$ cat src/rtl/ddr_setup_pkg.sv
`default_nettype none
// ============================================================================
//  Module   : ddr_setup_pkg
//  Purpose  : Shared types for the DDR region initialiser: sequencer state
//             encoding, fill-pattern mode encoding and the per-lane pattern
//             function used by the pattern generator.
//  Ports    : none (package)
//  Revision : 1.0  initial release
// ============================================================================
package ddr_setup_pkg;

   typedef enum logic [2:0] {
      ST_IDLE      = 3'd0,
      ST_WAIT_CAL  = 3'd1,
      ST_WRITE     = 3'd2,
      ST_READ_CMD  = 3'd3,
      ST_READ_DATA = 3'd4,
      ST_DONE      = 3'd5,
      ST_FAIL      = 3'd6
   } state_t;

   typedef enum logic [1:0] {
      PAT_ZERO      = 2'd0,
      PAT_INDEX     = 2'd1,
      PAT_CONST     = 2'd2,
      PAT_INV_INDEX = 2'd3
   } pat_mode_t;

   localparam int LANE_W = 32;

   // Value of one 32-bit lane of word 'idx' for the selected fill mode.
   function automatic logic [LANE_W-1:0] lane_value(input pat_mode_t       m,
                                                    input logic [LANE_W-1:0] idx,
                                                    input logic [LANE_W-1:0] cpat);
      logic [LANE_W-1:0] v;
      case (m)
         PAT_ZERO:  v = '0;
         PAT_INDEX: v = idx;
         PAT_CONST: v = cpat;
         default:   v = ~idx;
      endcase
      return v;
   endfunction

endpackage
`default_nettype wire

$ cat src/rtl/ddr_pattern_gen.sv
`default_nettype none
// ============================================================================
//  Module   : ddr_pattern_gen
//  Purpose  : Produces the expected memory word for word index i under the
//             selected fill mode. Every 32-bit lane carries the same value.
//             Shared by the write path and the read-back comparator.
//  Ports    : mode - fill pattern select (pat_mode_t encoding)
//             i    - word index within the region
//             word - DATA_W-bit pattern word
//  Revision : 1.0  initial release
// ============================================================================
module ddr_pattern_gen
   import ddr_setup_pkg::*;
#(
   parameter int          DATA_W    = 256,
   parameter int          IDX_W     = 10,
   parameter logic [31:0] CONST_PAT = 32'hA5A5_5A5A
) (
   input  logic [1:0]        mode,
   input  logic [IDX_W-1:0]  i,
   output logic [DATA_W-1:0] word
);

   localparam int LANES = DATA_W / LANE_W;

   logic [LANE_W-1:0] lane;

   always_comb begin
      lane = lane_value(pat_mode_t'(mode), LANE_W'(i), CONST_PAT);
   end

   for (genvar g = 0; g < LANES; g++) begin : g_lane
      assign word[g*LANE_W +: LANE_W] = lane;
   end

endmodule
`default_nettype wire

$ cat src/rtl/ddr_region_init.sv
`default_nettype none
// ============================================================================
//  Module   : ddr_region_init
//  Purpose  : After DDR calibration, fills a region of memory with a
//             selectable pattern over an Avalon-MM burst master, optionally
//             reads the region back and counts mismatching words.
//  Ports    : clk, reset            - clock, synchronous active-high reset
//             start, mode           - start pulse and pattern select
//             local_cal_success/fail- DDR calibration status
//             amm_*                 - Avalon-MM burst master
//             busy                  - sequence in progress
//             setup_done            - sticky, region initialised (verified)
//             setup_error           - sticky, mismatch or calibration fail
//             err_count             - saturating mismatch count
//  Revision : 1.0  initial release
// ============================================================================
module ddr_region_init
   import ddr_setup_pkg::*;
#(
   parameter int          ADDR_W     = 25,
   parameter int          DATA_W     = 256,
   parameter int          BURST_LEN  = 64,
   parameter int          NUM_WORDS  = 1024,
   parameter int          BASE_ADDR  = 0,
   parameter logic [31:0] CONST_PAT  = 32'hA5A5_5A5A,
   parameter int          VERIFY     = 1,
   parameter int          AUTO_START = 1
) (
   input  logic                         clk,
   input  logic                         reset,
   input  logic                         start,
   input  logic [1:0]                   mode,
   input  logic                         local_cal_success,
   input  logic                         local_cal_fail,
   output logic [ADDR_W-1:0]            amm_addr,
   output logic [DATA_W-1:0]            amm_writedata,
   input  logic [DATA_W-1:0]            amm_readdata,
   output logic                         amm_read,
   output logic                         amm_write,
   output logic [DATA_W/8-1:0]          amm_byteenable,
   output logic [$clog2(BURST_LEN):0]   amm_burstcount,
   input  logic                         amm_readdatavalid,
   input  logic                         amm_ready,
   output logic                         busy,
   output logic                         setup_done,
   output logic                         setup_error,
   output logic [15:0]                  err_count
);

   localparam int BURST_W = $clog2(BURST_LEN) + 1;
   localparam int IDX_W   = (NUM_WORDS > 1) ? $clog2(NUM_WORDS) : 1;

   state_t              state;
   state_t              next_state;
   logic [IDX_W-1:0]    word_idx;
   logic [BURST_W-1:0]  beat;
   logic [ADDR_W-1:0]   burst_addr;
   logic [1:0]          mode_q;
   logic                auto_pending;

   logic [DATA_W-1:0]   exp_word;
   logic                wr_accept;
   logic                rd_beat;
   logic                beat_last;
   logic                word_last;
   logic                mismatch;
   logic                enter_wait;
   logic                enter_done;
   logic                enter_fail;
   logic [15:0]         err_next;

   // One generator serves both directions: writes and compares never overlap.
   ddr_pattern_gen #(
      .DATA_W    (DATA_W),
      .IDX_W     (IDX_W),
      .CONST_PAT (CONST_PAT)
   ) u_pattern (
      .mode (mode_q),
      .i    (word_idx),
      .word (exp_word)
   );

   // A calibration loss aborts the cycle it is seen in, so no beat is counted.
   assign wr_accept = (state == ST_WRITE) && amm_ready && !local_cal_fail;
   assign rd_beat   = (state == ST_READ_DATA) && amm_readdatavalid && !local_cal_fail;
   assign beat_last = (beat == BURST_W'(BURST_LEN - 1));
   assign word_last = (word_idx == IDX_W'(NUM_WORDS - 1));
   assign mismatch  = rd_beat && (amm_readdata != exp_word);
   assign err_next  = (mismatch && (err_count != 16'hFFFF)) ? err_count + 16'd1 : err_count;

   assign enter_wait = (next_state == ST_WAIT_CAL) && (state != ST_WAIT_CAL);
   assign enter_done = (next_state == ST_DONE) && (state != ST_DONE);
   assign enter_fail = (next_state == ST_FAIL) && (state != ST_FAIL);

   // ---------------------------------------------------------------- state reg
   always_ff @(posedge clk) begin
      if (reset) begin
         state <= ST_IDLE;
      end else begin
         state <= next_state;
      end
   end

   // --------------------------------------------------------------- next state
   always_comb begin
      next_state = state;
      case (state)
         ST_IDLE: begin
            if (start || auto_pending) next_state = ST_WAIT_CAL;
         end
         ST_WAIT_CAL: begin
            if (local_cal_fail)         next_state = ST_FAIL;
            else if (local_cal_success) next_state = ST_WRITE;
         end
         ST_WRITE: begin
            if (local_cal_fail) begin
               next_state = ST_FAIL;
            end else if (wr_accept && beat_last && word_last) begin
               next_state = (VERIFY != 0) ? ST_READ_CMD : ST_DONE;
            end
         end
         ST_READ_CMD: begin
            if (local_cal_fail)  next_state = ST_FAIL;
            else if (amm_ready)  next_state = ST_READ_DATA;
         end
         ST_READ_DATA: begin
            if (local_cal_fail) begin
               next_state = ST_FAIL;
            end else if (rd_beat && beat_last) begin
               next_state = word_last ? ST_DONE : ST_READ_CMD;
            end
         end
         ST_DONE, ST_FAIL: begin
            if (start) next_state = ST_WAIT_CAL;
         end
         default: next_state = ST_IDLE;
      endcase
   end

   // ------------------------------------------------------------------ outputs
   always_comb begin
      amm_write     = 1'b0;
      amm_read      = 1'b0;
      amm_addr      = '0;
      amm_writedata = '0;
      busy          = 1'b0;
      case (state)
         ST_WAIT_CAL: begin
            busy = 1'b1;
         end
         ST_WRITE: begin
            busy          = 1'b1;
            amm_write     = 1'b1;
            amm_addr      = burst_addr;
            amm_writedata = exp_word;
         end
         ST_READ_CMD: begin
            busy     = 1'b1;
            amm_read = 1'b1;
            amm_addr = burst_addr;
         end
         ST_READ_DATA: begin
            busy = 1'b1;
         end
         default: ;
      endcase
   end

   assign amm_byteenable = '1;
   assign amm_burstcount = BURST_W'(BURST_LEN);

   // ----------------------------------------------------------------- datapath
   always_ff @(posedge clk) begin
      if (reset) begin
         word_idx     <= '0;
         beat         <= '0;
         burst_addr   <= ADDR_W'(BASE_ADDR);
         mode_q       <= 2'd0;
         auto_pending <= (AUTO_START != 0);
         setup_done   <= 1'b0;
         setup_error  <= 1'b0;
         err_count    <= '0;
      end else begin
         if (enter_wait) begin
            // The automatic start after reset always fills with zeros.
            mode_q       <= start ? mode : 2'd0;
            auto_pending <= 1'b0;
            word_idx     <= '0;
            beat         <= '0;
            burst_addr   <= ADDR_W'(BASE_ADDR);
            setup_done   <= 1'b0;
            setup_error  <= 1'b0;
            err_count    <= '0;
         end

         if (wr_accept || rd_beat) begin
            if (beat_last) begin
               beat <= '0;
               if (word_last) begin
                  word_idx   <= '0;
                  burst_addr <= ADDR_W'(BASE_ADDR);
               end else begin
                  word_idx   <= word_idx + 1'b1;
                  burst_addr <= burst_addr + ADDR_W'(BURST_LEN);
               end
            end else begin
               beat     <= beat + 1'b1;
               word_idx <= word_idx + 1'b1;
            end
         end

         if (rd_beat) err_count <= err_next;

         // err_next folds in a mismatch on the very last read beat.
         if (enter_done) begin
            setup_done  <= 1'b1;
            setup_error <= setup_error | (err_next != 16'd0);
         end

         if (enter_fail) setup_error <= 1'b1;
      end
   end

endmodule
`default_nettype wire

$ cat config.mk
export PLATFORM = sky130hd
export DESIGN_NAME = ddr_region_init
export DESIGN_NICKNAME = d
export VERILOG_FILES = /design/src/rtl/ddr_setup_pkg.sv /design/src/rtl/ddr_pattern_gen.sv /design/src/rtl/ddr_region_init.sv
export SDC_FILE = /design/constraint.sdc
export NUM_CORES = 1
export LEC_CHECK = 0
export CAP_MARGIN = 20
export CORE_AREA = 5 5 231 233
export CTS_CLUSTER_DIAMETER = 120
export DETAILED_ROUTE_END_ITERATION = 12
export DIE_AREA = 0 0 236 238
export GPL_TIMING_DRIVEN = 0
export PLACE_DENSITY_LB_ADDON = 0.05
export SYNTH_ARGS = -nofsm -noshare
export SYNTH_HDL_FRONTEND = slang
export SYNTH_SLANG_ARGS = --single-unit
$ cat constraint.sdc
create_clock -name clk -period 6 [get_ports clk]
set_input_delay 1.2 -clock clk [delete_from_list [all_inputs] [get_ports clk]]
set_output_delay 1.2 -clock clk [all_outputs]
set_load 0.005 [all_outputs]
==> results.json <==
{
  "status": "finished clean",
  "place_congestion": 0.8722,
  "layout_common_cells": "clkdlybuf4s50_1, buf_4, nor2_1",
  "drt-initial-drc-count": 510,
  "grt_overflow": 0,
  "top_layer_used": "met5",
  "postPlaceCellArea_um2": 15420,
  "r2r-end": "word_idx[8]",
  "track_usage_pct": 17.89,
  "dpl.hpwl_um": 45750,
  "wl_um": 54000,
  "fin_crit_ns": 4.760,
  "whs_endpoint": "auto_pending",
  "slew-limit-headroom_pct": 26.28,
  "std_cell_rows": 83,
  "worstMarginPinSlew_ns": 1.096,
  "fin_cells": 2498,
  "met2_length_um": 29270,
  "grt_start_max_net_pins": 46,
  "max_freq_mhz": 210.1,
  "worstSetupEndpointType": "primary output",
  "grt_pass1_wl_um": 75770,
  "min-delay-start": "auto_pending",
  "synth_edf_count": 0,
  "p_leak_nw": 6.211,
  "hold_violations": 0,
  "vdd_drop_max_uv": 124.5,
  "fin_crit_sh_pct": 79.33,
  "hold_depth": 2,
  "p_per_area_nw_per_um2": 141.3,
  "final_common_cell": "clkdlybuf4s50_1",
  "power.total_mw": 2.222,
  "setup_tns_ns": 0,
  "vias": 10746,
  "synth_cell_types": 80,
  "start_util_pct": 17.02,
  "start_kind": "flop",
  "dr.pass1.iters": 7,
  "diodes": 0,
  "crit_fanout": 10,
  "async_reset_ff_share_pct": 0,
  "finalSetupViolCount": 0,
  "drc": 0,
  "avgSynthCellArea_um2": 7.257,
  "htree_levels": 3,
  "hold_class": "reg -> reg",
  "timing.final.max_slew_violations": 0,
  "fin_skew_ns": 0.01186,
  "grt_pass1_vias": 10209,
  "synthCells": 1196,
  "r2r_cells": 13,
  "cts-resized-gates": 0,
  "drt-wirelength-per-cell_um": 21.62,
  "r2r_slack_ns": 1.80,
  "core_area_um2": 50990,
  "wl_met1_um": 21270,
  "yosys_warnings": 0,
  "cts_hold_buf": 0,
  "via_per_inst": 4.302,
  "arrival_ns": 3.56,
  "cts_max_path_buffers": 2,
  "drive_gt1_share_pct": 19.64,
  "fill_cells": 5495,
  "dieHeight_um": 238,
  "ios": 606,
  "r2r-start": "word_idx[3]",
  "area_growth_pct": 81.17,
  "routed-wl-met3_um": 3139,
  "drtAntennaViolNets": 0,
  "timing.final.ws_setup_ns": 1.240,
  "cts_tree": "yes",
  "maxCapViolCount": 0,
  "die-area_um2": 56170,
  "cts_buffers": 9,
  "ys_seq_area_share_pct": 15.22,
  "die_x_um": 236,
  "nets": 2082,
  "antenna_found_initial": 8,
  "synth_flop_cell": "dfxtp_1",
  "root_buffer": "clkbuf_16",
  "synth_seq_cells": 66,
  "dp_cells": 2482,
  "cts_setup_buffers": 0,
  "syn_area_um2": 8680,
  "preCtsSetupSlack_ns": 1.076,
  "clk_pin_slew_worst_paths_ns": 0.05,
  "clock_sinks": 66,
  "clk_latency_ns": 0.35,
  "design_area_um2": 15730,
  "rsz0062_at_grt": "no",
  "crit_type": "reg -> out",
  "io_buffers": 565,
  "cp_data_required_time_ns": 4.80
}
sequential cells by signal, indices dropped and copies added (netlist names):
name and flops:
burst_addr 25, err_count 16, word_idx 10, beat 7, state 3, mode_q 2
auto_pending 1, setup_done 1, setup_error 1
worst max-delay path by stage:
stage	startpoint	end	slack [ns]
floorplan	state[1]	amm_writedata[106]	0.67
global route	state[1]	amm_writedata[71]	1.00
global placement	state[1]	amm_writedata[11]	-1.95
detailed placement	amm_readdata[59]	setup_error	1.08
finish	state[1]	amm_writedata[167]	1.24
CTS	state[1]	amm_writedata[71]	1.06
Yosys cell counts (17+ instances only):
| cell type | instances | area share, % |
|---|---|---|
| a31oi_1 | 17 | 1.2 |
| nand3_1 | 39 | 2.2 |
| nand3b_1 | 18 | 1.6 |
| nand4_1 | 44 | 3.2 |
| or4_1 | 24 | 2.1 |
| mux2i_1 | 26 | 3.0 |
| a21oi_1 | 54 | 3.1 |
| buf_4 | 290 | 25 |
| buf_2 | 17 | 0.98 |
| o21ai_0 | 39 | 2.2 |
| dfxtp_1 | 66 | 15 |
| nor3_1 | 35 | 2.0 |
| clkbuf_1 | 21 | 0.91 |
| nor4_1 | 33 | 2.4 |
| nor2_1 | 91 | 3.9 |
| nand2_1 | 64 | 2.8 |
| and3_1 | 38 | 2.7 |
| and2_1 | 41 | 3.0 |
report_power, final:
group          switching, mW  internal (mW)  leakage [nW]
Clock                  0.222          0.333         0.141
Combinational          0.664          0.515          5.54
Sequential            0.0312          0.456         0.532
critical path: stages, from the launching register on:
cell	delay, ns
dfxtp_1	0.46
nor2b_1	0.71
nand2b_1	0.10
buf_2	0.29
nor2_1	0.87
buf_4	0.23
clkdlybuf4s50_1	0.55
kinds of logic (layout without fill, tap and decap cells):
kind of cell / count (synthesis) / count (layout) / share of synthesized area [%]
buf+inv: 350 / 935 / 28.61
flops: 66 / 66 / 15.22
other cells: 2 / 39 / 0.08652
mux: 28 / 28 / 3.258
simple gates: 493 / 493 / 31.71
compound gates: 231 / 231 / 18.22
fa+ha+maj: 4 / 4 / 0.5766
xor+xnor: 22 / 22 / 2.307
per-stage QoR:
step,hold slack (ns),util (%)
4_1_cts,0.4433,30.84
3_3_place_gp,0.4336,30.05
5_1_grt,0.4741,30.84
3_5_place_dp,0.4327,30.24
2_1_floorplan,0.4186,-
6_report,0.4399,30.84
layout make-up:
type	instances	area (um2)	area share, %
repair buffers	569	5736	36.47
flip-flops and latches	66	1321	8.402
clock inverters	6	66.31	0.4217
plain buffers	336	2431	15.46
inverters	14	52.55	0.3342
clock buffers	10	239.0	1.520
multi-input cells	817	5029	31.98
well taps	680	850.8	5.411
routing by layer:
layer,global-route usage [%],up-vias
met5,0,-
met4,1.935,10
met3,3.872,28
met2,34.93,326
met1,20.56,5075
li1,-,5307
Power figures use the tool's default switching activity.
